**src/rtl/game_state_ctrl_if.sv**
```systemverilog
// Control bus between the screen/game sequencer and the surrounding VGA logic.
interface game_state_ctrl_if;
  logic       vsync_in;
  logic       btn_jump;
  logic       collision;
  logic       start_en;
  logic       play_en;
  logic       end_en;
  logic       freeze;
  logic       game_rst;
  logic [1:0] state_out;

  // Environment side: drives timing/button/collision, observes enables
  modport master (
    output vsync_in, btn_jump, collision,
    input  start_en, play_en, end_en, freeze, game_rst, state_out
  );

  // Sequencer side
  modport slave (
    input  vsync_in, btn_jump, collision,
    output start_en, play_en, end_en, freeze, game_rst, state_out
  );
endinterface

```
**src/rtl/game_state_ctrl.sv**
```systemverilog
// Screen/game sequencer: picks the active overlay layer and only switches on frame ticks.
module game_state_ctrl #(
  parameter int unsigned DEATH_FRAMES    = 30,
  parameter int unsigned END_HOLD_FRAMES = 60,
  parameter int unsigned CNT_W           = 8
) (
  input logic              clk,
  input logic              rst,
  game_state_ctrl_if.slave bus
);

  typedef enum logic [1:0] {
    ST_START = 2'd0,
    ST_PLAY  = 2'd1,
    ST_DYING = 2'd2,
    ST_END   = 2'd3
  } state_t;

  // Enable vector layout: {start_en, play_en, end_en, freeze}
  localparam logic [3:0] EN_START = 4'b1000;
  localparam logic [3:0] EN_PLAY  = 4'b0100;
  localparam logic [3:0] EN_DYING = 4'b0101;
  localparam logic [3:0] EN_END   = 4'b0111;

  localparam logic [CNT_W-1:0] DEATH_LOAD = CNT_W'(DEATH_FRAMES - 1);
  localparam logic [CNT_W-1:0] HOLD_LOAD  = CNT_W'(END_HOLD_FRAMES - 1);
  localparam logic [CNT_W-1:0] CNT_ONE    = CNT_W'(1);

  state_t           state;
  logic [CNT_W-1:0] cnt;
  logic [3:0]       en;
  logic             vsync_d;
  logic             btn_d;
  logic             press_lat;
  logic             coll_lat;
  logic             game_rst_q;

  logic tick;
  logic press_now;
  logic coll_now;

  // An event arriving on the tick cycle itself counts for that tick
  assign tick      = bus.vsync_in & ~vsync_d;
  assign press_now = press_lat | (bus.btn_jump & ~btn_d);
  assign coll_now  = coll_lat | bus.collision;

  assign bus.start_en  = en[3];
  assign bus.play_en   = en[2];
  assign bus.end_en    = en[1];
  assign bus.freeze    = en[0];
  assign bus.game_rst  = game_rst_q;
  assign bus.state_out = state;

  // Sequencer: state, frame counter, event latches and enables all update together
  always_ff @(posedge clk or posedge rst) begin
    if (rst) begin
      state      <= ST_START;
      cnt        <= '0;
      en         <= EN_START;
      vsync_d    <= 1'b0;
      btn_d      <= 1'b0;
      press_lat  <= 1'b0;
      coll_lat   <= 1'b0;
      game_rst_q <= 1'b0;
    end else begin
      vsync_d    <= bus.vsync_in;
      btn_d      <= bus.btn_jump;
      game_rst_q <= 1'b0;
      press_lat  <= press_now;
      coll_lat   <= coll_now;
      if (tick) begin
        case (state)
          ST_START: begin
            if (press_now) begin
              state      <= ST_PLAY;
              en         <= EN_PLAY;
              game_rst_q <= 1'b1;
              press_lat  <= 1'b0;
              coll_lat   <= 1'b0;
            end
          end
          ST_PLAY: begin
            // Collision outranks a simultaneous press
            if (coll_now) begin
              state     <= ST_DYING;
              en        <= EN_DYING;
              cnt       <= DEATH_LOAD;
              press_lat <= 1'b0;
              coll_lat  <= 1'b0;
            end
          end
          ST_DYING: begin
            if (cnt == '0) begin
              state     <= ST_END;
              en        <= EN_END;
              cnt       <= HOLD_LOAD;
              press_lat <= 1'b0;
              coll_lat  <= 1'b0;
            end else begin
              cnt <= cnt - CNT_ONE;
            end
          end
          default: begin
            // Presses during the hold window are discarded so a held jump cannot restart
            if (cnt != '0) begin
              cnt       <= cnt - CNT_ONE;
              press_lat <= 1'b0;
            end else if (press_now) begin
              state     <= ST_START;
              en        <= EN_START;
              press_lat <= 1'b0;
              coll_lat  <= 1'b0;
            end
          end
        endcase
      end
    end
  end

endmodule

```
**src/flat_wrapper.sv**
```systemverilog
// flat-port wrapper written by rule: the top's interface ports become plain ports
module game_state_ctrl_flat 
#(
  parameter int unsigned DEATH_FRAMES    = 30,
  parameter int unsigned END_HOLD_FRAMES = 60,
  parameter int unsigned CNT_W           = 8
)
  (clk, rst, bus_vsync_in, bus_btn_jump, bus_collision, bus_start_en, bus_play_en, bus_end_en, bus_freeze, bus_game_rst, bus_state_out);
  game_state_ctrl_if bus_i ();
  input logic clk;
  input logic rst;
  input wire logic [$bits(bus_i.vsync_in)-1:0] bus_vsync_in;
  input wire logic [$bits(bus_i.btn_jump)-1:0] bus_btn_jump;
  input wire logic [$bits(bus_i.collision)-1:0] bus_collision;
  output wire logic [$bits(bus_i.start_en)-1:0] bus_start_en;
  output wire logic [$bits(bus_i.play_en)-1:0] bus_play_en;
  output wire logic [$bits(bus_i.end_en)-1:0] bus_end_en;
  output wire logic [$bits(bus_i.freeze)-1:0] bus_freeze;
  output wire logic [$bits(bus_i.game_rst)-1:0] bus_game_rst;
  output wire logic [$bits(bus_i.state_out)-1:0] bus_state_out;
  assign bus_i.vsync_in = bus_vsync_in;
  assign bus_i.btn_jump = bus_btn_jump;
  assign bus_i.collision = bus_collision;
  assign bus_start_en = bus_i.start_en;
  assign bus_play_en = bus_i.play_en;
  assign bus_end_en = bus_i.end_en;
  assign bus_freeze = bus_i.freeze;
  assign bus_game_rst = bus_i.game_rst;
  assign bus_state_out = bus_i.state_out;
  game_state_ctrl #(.DEATH_FRAMES(DEATH_FRAMES), .END_HOLD_FRAMES(END_HOLD_FRAMES), .CNT_W(CNT_W)) u_core (.clk(clk), .rst(rst), .bus(bus_i));
endmodule
```
**config.mk**
```make
export PLATFORM = sky130hd
export DESIGN_NAME = game_state_ctrl_flat
export DESIGN_NICKNAME = d
export VERILOG_FILES = /design/src/rtl/game_state_ctrl_if.sv /design/src/rtl/game_state_ctrl.sv /design/src/flat_wrapper.sv
export SDC_FILE = /design/constraint.sdc
export NUM_CORES = 1
export LEC_CHECK = 0
export CAP_MARGIN = 20
export CORE_ASPECT_RATIO = 0.6
export CORE_MARGIN = 10
export CORE_UTILIZATION = 49
export CTS_CLUSTER_DIAMETER = 30
export DETAILED_ROUTE_END_ITERATION = 7
export PLACE_DENSITY = 0.74
export SYNTH_ARGS = -nofsm -noshare
export SYNTH_HDL_FRONTEND = slang
export SYNTH_SLANG_ARGS = --single-unit
```
**constraint.sdc**
```tcl
create_clock -name clk -period 2.1 [get_ports clk]
set_input_delay 0.42 -clock clk [delete_from_list [all_inputs] [get_ports clk]]
set_output_delay 0.42 -clock clk [all_outputs]
set_load 0.05 [all_outputs]
```
==> summary.md <==
| Metric | Value |
|---|---|
| Post-synth EDFFs | `0` |
| DR WL/cell | `15.29 µm` |
| Asr flop ratio synth | `100.0%` |
| Simple-gate portion of the synthesized area | `21.89%` |
| Cts hold-fix bufs | `0` |
| Crit-path max FO | `4` |
| Final Hold Violating Endpoints | `0` |
| Mean post-synth cell area | `10.65 µm²` |
| DRC | `0` |
| Placed insts | `157` |
| Nature of the critical path endpoint | `flop` |
| DRT Wirelength | `2477 µm` |
| Synth warnings | `0` |
| Row cnt | `13` |
| IO Port Bufs | `11` |
| Final TNS setup | `0 ps` |
| Inserted Diodes | `0` |
| Met3 wire len | `129 µm` |
| Synth Area in XOR/XNOR | `0%` |
| Setup ws final | `106.8 ps` |
| Iter 0 DRT Violations | `40` |
| Area leader, netlist | `dfrtp_1` |
| H-tree levels | `1` |
| Layout cells sized above 1 | `33.33%` |
| Initial antenna violation count | `0` |
| Worst min-delay path class | `in2async` |
| DP HPWL | `1976 µm` |
| Via count of the first global-routing pass | `894` |
| Largest family of logic cells by synthesized area | `simple AND/OR/NAND/NOR gates` |
| Longest Clk Path Bufs | `2` |
| Crit path largest cell delay | `380 ps` |
| Finished Cell Area | `1418 µm²` |
| Met1 Routed Length | `1244 µm` |
| Distinct cells, synth | `40` |
| DR top layer | `met4` |
| Critical path arrival | `2130 ps` |
| Worst-path clk slew | `70 ps` |
| Top-count cell post-synth | `dfrtp_1` |
| Core area | `2147 µm²` |
| Total GRT Usage | `12.14%` |
| Via density | `5.531` |
| Worst IR drop on VDD | `0.0009113 V` |
| Pwr dens | `1619 nW/µm²` |
| Max-Cap Viols | `0` |
| Mux contribution to synthesized area | `5.815%` |
| CTS root buf | `clkbuf_8` |
| Worst Path Buf+Inv | `2` |
| Critical path class | `reg2reg` |
| Largest net degree at the start of global routing | `11` |
| Finished Core Util | `66.03%` |
| Top delay family on crit path | `compound AO/OA/AOI/OAI gates` |
| Latest clock arrival within the worst-skew pair | `260 ps` |
| Slew margin rel. | `65.40%` |
| Vias | `896` |
| Post-synth top cells | `17 x dfrtp_1, 9 x nor2_1, 7 x inv_1` |
| FMAX | `501.7 MHz` |
| Register area | `454.2 µm²` |
| Post-Place Cell Area | `1351 µm²` |
| Unrepaired setup endpoints after global routing | `false` |
| Synth top area cells | `dfrtp_1 39%, ha_1 6.8%, nor2_1 3.1%` |
| Compound-Gate Fraction of Synth Area | `21.21%` |
| Global route overflow | `0` |
| Worst slack at placement | `-222.4 ps` |
| Number of I/O pins | `12` |
| Die X | `81.09 µm` |
| Final Instance Count excl. Fillers | `162` |
| Post-synth top flop | `dfrtp_1` |
| Num CTS Buffers | `3` |
| LEAKAGE | `0.0005877 µW` |
| Crit path cell chain | `inv_1 > ha_1 > nor4b_4 > a21boi_2 > a2111oi_4 > buf_4 > mux2_2` |
| Status | `completed` |
| Drt pass-1 iters | `4` |
| Post-route ant nets | `0` |
| TritonCTS clock tree | `done` |
| Initial Util | `51.11%` |
| Final period utilization | `94.92%` |
| WP data required | `2240 ps` |
| First-pass GRT wire length | `4381 µm` |
| Worst-Margin Slew | `517.4 ps` |
| Fin crit period | `1993 ps` |
| Final setup viols | `0` |
| Synth top area share | `38.77%` |
| Synthesized area | `1097 µm²` |
| Die H | `56.66 µm` |
| Final Max Slew Viols | `0` |
| Adder-cell share of the synthesized area | `6.842%` |
| Clk sinks | `18` |
| Layout area overhead | `29.19%` |
| Multi-input logic area | `624.3 µm²` |
| Crit start category | `flop` |
| DIE AREA | `4594 µm²` |
| Skew final | `5.088 ps` |
| Post-Synthesis Cells | `103` |
| Filler Cells Inserted | `183` |
| Post-synthesis sequential area ratio | `41.16%` |
| Slowest CP cell | `dfrtp_1` |
| Gpl congestion | `0.8330` |
| #FFs+latches synth | `18` |
| Post-layout net count | `144` |
| Met2 WL | `1070 µm` |
| Synth Net Count | `114` |
## path summary, 6_finish.rpt
kind                                from            end  slack [ps]  cells after the start
max                        u_core.cnt[0]   u_core.en[0]         110                      7
min                                  rst   u_core.en[1]         410                      2
max reg2reg                u_core.cnt[0]   u_core.en[0]         110                      7
min reg2reg                 u_core.en[1]   u_core.en[1]         530                      1
max in group asynchronous            rst  u_core.cnt[2]        1220                      3
min in group clk            u_core.en[1]   u_core.en[1]         530                      1
## cells in the final DEF, fill, tap and decap left out, types with 4 or more instances in the layout
cell and n:
dfrtp_1 15, clkbuf_8 4, inv_1 5, o21ai_0 4
buf_4 16, ha_1 5, a21oi_1 6, nor2_1 9
nand2_1 6, clkdlybuf4s50_1 10
## report_power, final
part / leakage, µW / internal [µW] / switching (µW)
logic: 0.000347 / 611 / 748
clock network: 0.0000288 / 167 / 120
registers: 0.000212 / 493 / 156
total: 0.000588 / 1270 / 1020
## cells by family (layout without fill, tap and decap cells)
kind of cell / Yosys count / after routing
simple gates: 37 / 37
buf+inv: 8 / 37
compound gates: 28 / 28
fa+ha+maj: 6 / 6
flops: 18 / 18
mux: 6 / 6
## metal layers
| metal | global-route usage [%] | vias to the layer above |
|---|---|---|
| met5 | 0 | - |
| met4 | 3.686 | 0 |
| met3 | 4.921 | 6 |
| met2 | 16.74 | 15 |
| met1 | 16.61 | 435 |
| li1 | - | 440 |
## sequential cells by signal, summed over array words and instances (netlist names)
signal / flops
u_core.cnt: 8
u_core.vsync_d: 1
u_core.coll_lat: 1
u_core.bus.state_out: 1
u_core.press_lat: 1
u_core.btn_d: 1
u_core.en: 4
u_core.bus.game_rst: 1
## worst reg2reg max path: cells and delay by family, from the launching register on
kind	cells	cell delay, ps
muxes	1	330
adders and majority gates	1	200
buffers and inverters	2	270
AOI/OAI and AO/OA	2	400
and+or+nand+nor	1	300
DFF	1	380
## final cells by class
class	count	share of cell area (%)
Inverter	7	1.853
Clock buffer	4	3.883
Sequential cell	18	32.04
Multi-Input combinational cell	77	44.04
Timing Repair Buffer	26	15.53
Tap cell	30	2.648
## stage by stage
step	power, µW	hold WS (ps)
detailed placement	1994	504.4
finish	2295	412.1
floorplan	1577	357.7
CTS	2289	418.9
global placement	1958	507.0
global route	2468	458.7
## timing repair
action                                  in CTS  in global routing
setup buffers                                0                  1
gates resized for setup                      0                  1
endpoints found under the setup margin       1                  7
pin swaps                                    1                  1
No activity file was read; power rests on OpenSTA's default activity.
